### src/rtl/ods_stream.sv
// Word-to-column packer: gathers NUM_ROWS words into a column and buffers up to
// DEPTH complete columns in a FIFO. Flush closes a partial column, zero-filling the unwritten rows.
module ods_stream #(
  parameter int IO_DATA_WIDTH = 16,
  parameter int NUM_ROWS      = 3,
  parameter int DEPTH         = 2,
  localparam int RP_W         = $clog2(NUM_ROWS),
  localparam int CNT_W        = $clog2(DEPTH + 1),
  localparam int COL_W        = NUM_ROWS * IO_DATA_WIDTH
) (
  input  logic                     clk,
  input  logic                     arst_in,
  input  logic [IO_DATA_WIDTH-1:0] in_data,
  input  logic                     in_valid,
  output logic                     in_ready,
  input  logic                     flush,
  output logic [COL_W-1:0]         out_data,
  output logic                     out_valid,
  input  logic                     out_ready,
  output logic [RP_W-1:0]          row_ptr,
  output logic [CNT_W-1:0]         col_count
);

  localparam int PTR_W = (DEPTH > 1) ? $clog2(DEPTH) : 1;

  logic [IO_DATA_WIDTH-1:0] r_stage [NUM_ROWS-1];
  logic [COL_W-1:0]         r_mem   [DEPTH];
  logic [PTR_W-1:0]         r_wr_ptr;
  logic [PTR_W-1:0]         r_rd_ptr;
  logic [RP_W-1:0]          r_row_ptr;
  logic [CNT_W-1:0]         r_count;

  logic             w_last;
  logic             w_full;
  logic             w_pop;
  logic             w_push_ok;
  logic             w_accept;
  logic             w_flush_push;
  logic             w_push;
  logic [COL_W-1:0] w_col;

  function automatic logic [PTR_W-1:0] ptr_inc(input logic [PTR_W-1:0] p);
    return (p == PTR_W'(DEPTH - 1)) ? '0 : p + 1'b1;
  endfunction

  assign w_last       = (r_row_ptr == RP_W'(NUM_ROWS - 1));
  assign w_full       = (r_count == CNT_W'(DEPTH));
  assign w_pop        = out_valid && out_ready;
  assign w_push_ok    = !w_full || w_pop;
  // Only the word that completes a column can be blocked by a full buffer.
  assign in_ready     = !flush && !(w_last && w_full && !out_ready);
  assign w_accept     = in_valid && in_ready;
  assign w_flush_push = flush && (r_row_ptr != '0) && w_push_ok;
  assign w_push       = (w_accept && w_last) || w_flush_push;

  // On flush, rows at or beyond row_ptr hold stale words and must read as zero.
  always_comb begin
    w_col = '0;
    for (int i = 0; i < NUM_ROWS - 1; i++) begin
      if (!w_flush_push || (RP_W'(i) < r_row_ptr))
        w_col[i*IO_DATA_WIDTH +: IO_DATA_WIDTH] = r_stage[i];
    end
    if (!w_flush_push)
      w_col[(NUM_ROWS-1)*IO_DATA_WIDTH +: IO_DATA_WIDTH] = in_data;
  end

  always_ff @(posedge clk or posedge arst_in) begin
    if (arst_in) begin
      r_row_ptr <= '0;
      for (int i = 0; i < NUM_ROWS - 1; i++) r_stage[i] <= '0;
    end else if (w_push) begin
      r_row_ptr <= '0;
    end else if (w_accept) begin
      r_row_ptr <= r_row_ptr + 1'b1;
      for (int i = 0; i < NUM_ROWS - 1; i++) begin
        if (r_row_ptr == RP_W'(i)) r_stage[i] <= in_data;
      end
    end
  end

  always_ff @(posedge clk or posedge arst_in) begin
    if (arst_in) begin
      r_wr_ptr <= '0;
      r_rd_ptr <= '0;
      r_count  <= '0;
      for (int i = 0; i < DEPTH; i++) r_mem[i] <= '0;
    end else begin
      if (w_push) begin
        r_mem[r_wr_ptr] <= w_col;
        r_wr_ptr        <= ptr_inc(r_wr_ptr);
      end
      if (w_pop) r_rd_ptr <= ptr_inc(r_rd_ptr);
      case ({w_push, w_pop})
        2'b10:   r_count <= r_count + 1'b1;
        2'b01:   r_count <= r_count - 1'b1;
        default: r_count <= r_count;
      endcase
    end
  end

  assign out_valid = (r_count != '0);
  assign out_data  = r_mem[r_rd_ptr];
  assign row_ptr   = r_row_ptr;
  assign col_count = r_count;

endmodule

### config.mk
export PLATFORM = sky130hd
export DESIGN_NAME = ods_stream
export DESIGN_NICKNAME = d
export VERILOG_FILES = /design/src/rtl/ods_stream.sv
export SDC_FILE = /design/constraint.sdc
export NUM_CORES = 1
export LEC_CHECK = 0
export ABC_AREA = 1
export CAP_MARGIN = 10
export CORE_ASPECT_RATIO = 1.25
export CORE_MARGIN = 2
export CORE_UTILIZATION = 30
export CTS_CLUSTER_SIZE = 8
export DETAILED_ROUTE_END_ITERATION = 16
export GPL_TIMING_DRIVEN = 0
export PLACE_DENSITY = 0.55
export SETUP_SLACK_MARGIN = 0.02
export SKIP_CTS_REPAIR_TIMING = 1
export SLEW_MARGIN = 20
export SYNTH_ARGS = -nofsm -noshare
export SYNTH_HDL_FRONTEND = slang
export SYNTH_SLANG_ARGS = --single-unit
### constraint.sdc
create_clock -name clk -period 11.15 [get_ports clk]
set_input_delay 1.115 -clock clk [delete_from_list [all_inputs] [get_ports clk]]
set_output_delay 1.115 -clock clk [all_outputs]
set_load 0.02 [all_outputs]
==> key figures <==
Yosys
  – Async set-reset flop share out of synthesis: 100.0%
  – Post-Synthesis Cells: 824
  – Syn_area_per_cell: 7.642 µm²
  – Yosys warning count: 0
  – Count leader, synth: nand2_1
  – Leading area contributor after synthesis: dfrtp_1
  – Top post-synthesis cells by area: dfrtp_1, nand2_1, nand3_1, inv_1, buf_2
  – Area share of the largest cell type after synthesis: 53.25%
  – Ys flop type: dfrtp_1
  – Post-synthesis sequential area ratio: 53.25%
  – Synth Register Bits: 134
  – Library cells used by synthesis: 25
  – Post-Syn Nets: 848
  – Most frequent cells after synthesis: nand2_1, dfrtp_1, nand3_1
  – Cell area after synthesis: 6297 µm²
  – Number of synthesized flops with an enable pin: 0

Global route
  – Antenna violations before repair: 0
  – Vias in the first global route: 5479
  – Global-route wire length before repair: 30170 µm
  – GRT Util Overall: 17.94%
  – Residual overflow from global routing: 0
  – Largest net degree at the start of global routing: 74

Worst hold path
  – Hold crit path type: flop to flop

Floorplanning
  – Row count: 59
  – Die Width: 133.6 µm
  – CORE AREA: 20740 µm²
  – Initial Utilization: 30.36%
  – Ports: 75
  – Total Die Area: 22170 µm²
  – Height of the die: 166.0 µm

Place
  – Port Buffers: 74
  – Place WS: 7537 ps
  – Post-DP HPWL: 13410 µm
  – RD Place Congestion: 0.8304

CTS
  – Longest Clk Path Bufs: 2
  – CTS Buf Count: 17
  – CTS root buffer: clkbuf_16
  – Worst-path clk slew: 60 ps
  – H-tree depth: 4
  – Clock sinks: 134
  – CTS tree: done
  – Worst skew pair latency: 420 ps

Critical path
  – Arr. time, crit path: 2880 ps
  – CP max-delay cell: clkbuf_1
  – Critical path buffers and inverters: 3
  – Worst endpoint required time: 10040 ps
  – CP peak stage delay: 690 ps
  – Crit end category: output port
  – Crit Path Max Fanout: 10
  – Worst Setup Start Kind: flop
  – Cell Chain, Critical Path: clkbuf_1 -> clkbuf_1 -> nand2_1 -> nand2_1 -> clkdlybuf4s50_1
  – Cell family with most CP delay: buffers and inverters
  – Kind of critical path: flop to output port

Status
  – Status: complete, no violations

Power
  – P_int: 1.589 mW
  – Flop pwr share: 31.5%
  – Worst VDD drop: 0.1260 mV
  – Clock power frac: 21.9%
  – Switching share of power: 41.72%
  – Power, Total: 2.726 mW
  – Leak pwr: 4.329 nW
  – Net Switching: 1.137 mW
  – Gate power share: 46.6%
  – Pwr dens: 338.8 nW/µm²

Detailed routing
  – Routed vias/inst: 4.581
  – Routed via count: 5516
  – First-iteration detailed-routing DRC count: 352
  – First-pass iteration count of the detailed router: 5
  – Post-DRT Antenna Nets: 0
  – Drt total wl: 19010 µm
  – Remaining DRCs: 0
  – Drt wl/cell: 15.79 µm

Timing
  – Max frequency: 250.6 MHz
  – Post-route setup slack: 7160 ps
  – Endpoints failing hold: 0
  – Max-slew headroom: 44.90%
  – TNS Setup: 0 ps
  – Time the worst path needs with I/O delays and setup: 3990 ps
  – Final worst-path cycle share: 35.79%
  – Endpoints failing setup: 0
  – Unrepaired setup endpoints after global routing: no
  – Worst Skew: 9.857 ps
  – Final Slew Violations: 0
  – Worst-Margin Slew: 826.6 ps

Job
  – Maxcap violations: 0

Finish
  – Inserted Diodes: 0
  – Filler instances: 2189
  – Fraction of layout cells with a size suffix above 1: 7.957%
  – Area grow syn2layout: 27.80%
  – Total Nets Final: 942
  – Final Util: 38.80%
[area by class of cell]
class                           instances  area [µm²]  share of cell area [%]
Tap cell                              274       342.8                   4.260
Clock buffer                           22       484.2                   6.017
Timing Repair Buffer                   75       768.2                   9.546
Clock inverter                          9       147.6                   1.835
Multi-Input combinational cell        595        2527                   31.41
Inverter                               44       172.7                   2.146
Sequential cell                       134        3353                   41.67
Buffer                                 51       251.5                   3.125
[registers in the layout (all words and copies together), names as in the netlist]
| signal | flops |
|---|---|
| col_count | 2 |
| r_mem | 96 |
| r_rd_ptr | 1 |
| r_stage | 32 |
| r_wr_ptr | 1 |
| row_ptr | 2 |
[metrics by stage]
stage / std cells / area, µm² / hold slack [ps]
global placement: 1172 / 7381 / 453.6
CTS: 1204 / 8048 / 471.8
detailed placement: 1173 / 7416 / 457.8
finish: 1204 / 8048 / 467.7
global route: 1204 / 8048 / 485.1
floorplan: 824 / 6297 / 441.7
[logic make-up (layout without fill, tap and decap cells)]
| kind of cell | count (synthesis) | in the layout | share of synthesized area, % |
|---|---|---|---|
| XOR/XNOR | 3 | 3 | 0.4173 |
| AO/OA/AOI/OAI | 5 | 5 | 0.3973 |
| AND/OR/NAND/NOR | 584 | 584 | 38.72 |
| adder cells (fa/ha/maj) | 3 | 3 | 0.5961 |
| buffers and inverters | 95 | 201 | 6.616 |
| flip-flops | 134 | 134 | 53.25 |
[final timing paths]
path	depth (start not counted)	start	slack, ps	to
worst min register to register	2	r_mem[28]	470	r_mem[28]
worst min-delay path	2	r_mem[28]	470	r_mem[28]
worst max-delay path	5	r_rd_ptr	7160	out_data[40]
worst max register to register	12	row_ptr[1]	8610	col_count[1]
max in group asynchronous	3	arst_in	9300	r_stage[13]
min in group asynchronous	2	arst_in	1130	r_mem[61]
[worst min-delay path, delay by kind of cell, from the launching register on]
| family | cells | cell delay (ps) |
|---|---|---|
| flops | 1 | 340 |
| simple gates | 2 | 100 |
[routing by layer]
| layer | vias up | wire, µm | GRT usage (%) |
|---|---|---|---|
| met5 | - | 0 | 0 |
| met4 | 0 | 804 | 9.713 |
| met3 | 45 | 827 | 3.846 |
| met2 | 138 | 9152 | 28.51 |
| met1 | 2594 | 8224 | 22.81 |
| li1 | 2739 | - | - |
[power groups by stage]
stage / registers [mW] / clock network [mW] / logic [mW]
4_1_cts: 0.858 / 0.610 / 1.29
2_1_floorplan: 0.840 / 0 / 0.787
3_3_place_gp: 0.859 / 0 / 1.27
3_5_place_dp: 0.864 / 0 / 1.28
5_1_grt: 0.888 / 0.628 / 1.42
6_report: 0.858 / 0.597 / 1.27
[cells in the final DEF (no fill, tap or decap), types with 2 or more instances in the layout]
cell | Yosys | routed
nor2_1 | 18 | 18
buf_2 | 18 | 18
clkbuf_1 | 20 | 21
dfrtp_1 | 134 | 134
nand3_1 | 129 | 129
bufinv_16 | 0 | 4
xor2_1 | 2 | 2
nand2_2 | 5 | 5
nand2_4 | 2 | 2
inv_1 | 43 | 42
clkinv_2 | 0 | 4
a21oi_1 | 2 | 2
buf_1 | 4 | 4
clkbuf_16 | 0 | 17
o21ai_0 | 3 | 3
clkdlybuf4s50_1 | 0 | 74
clkbuf_8 | 0 | 4
buf_4 | 8 | 8
nand3_2 | 2 | 2
nand2_1 | 422 | 422
ha_1 | 3 | 3
Power figures use the tool's default switching activity.
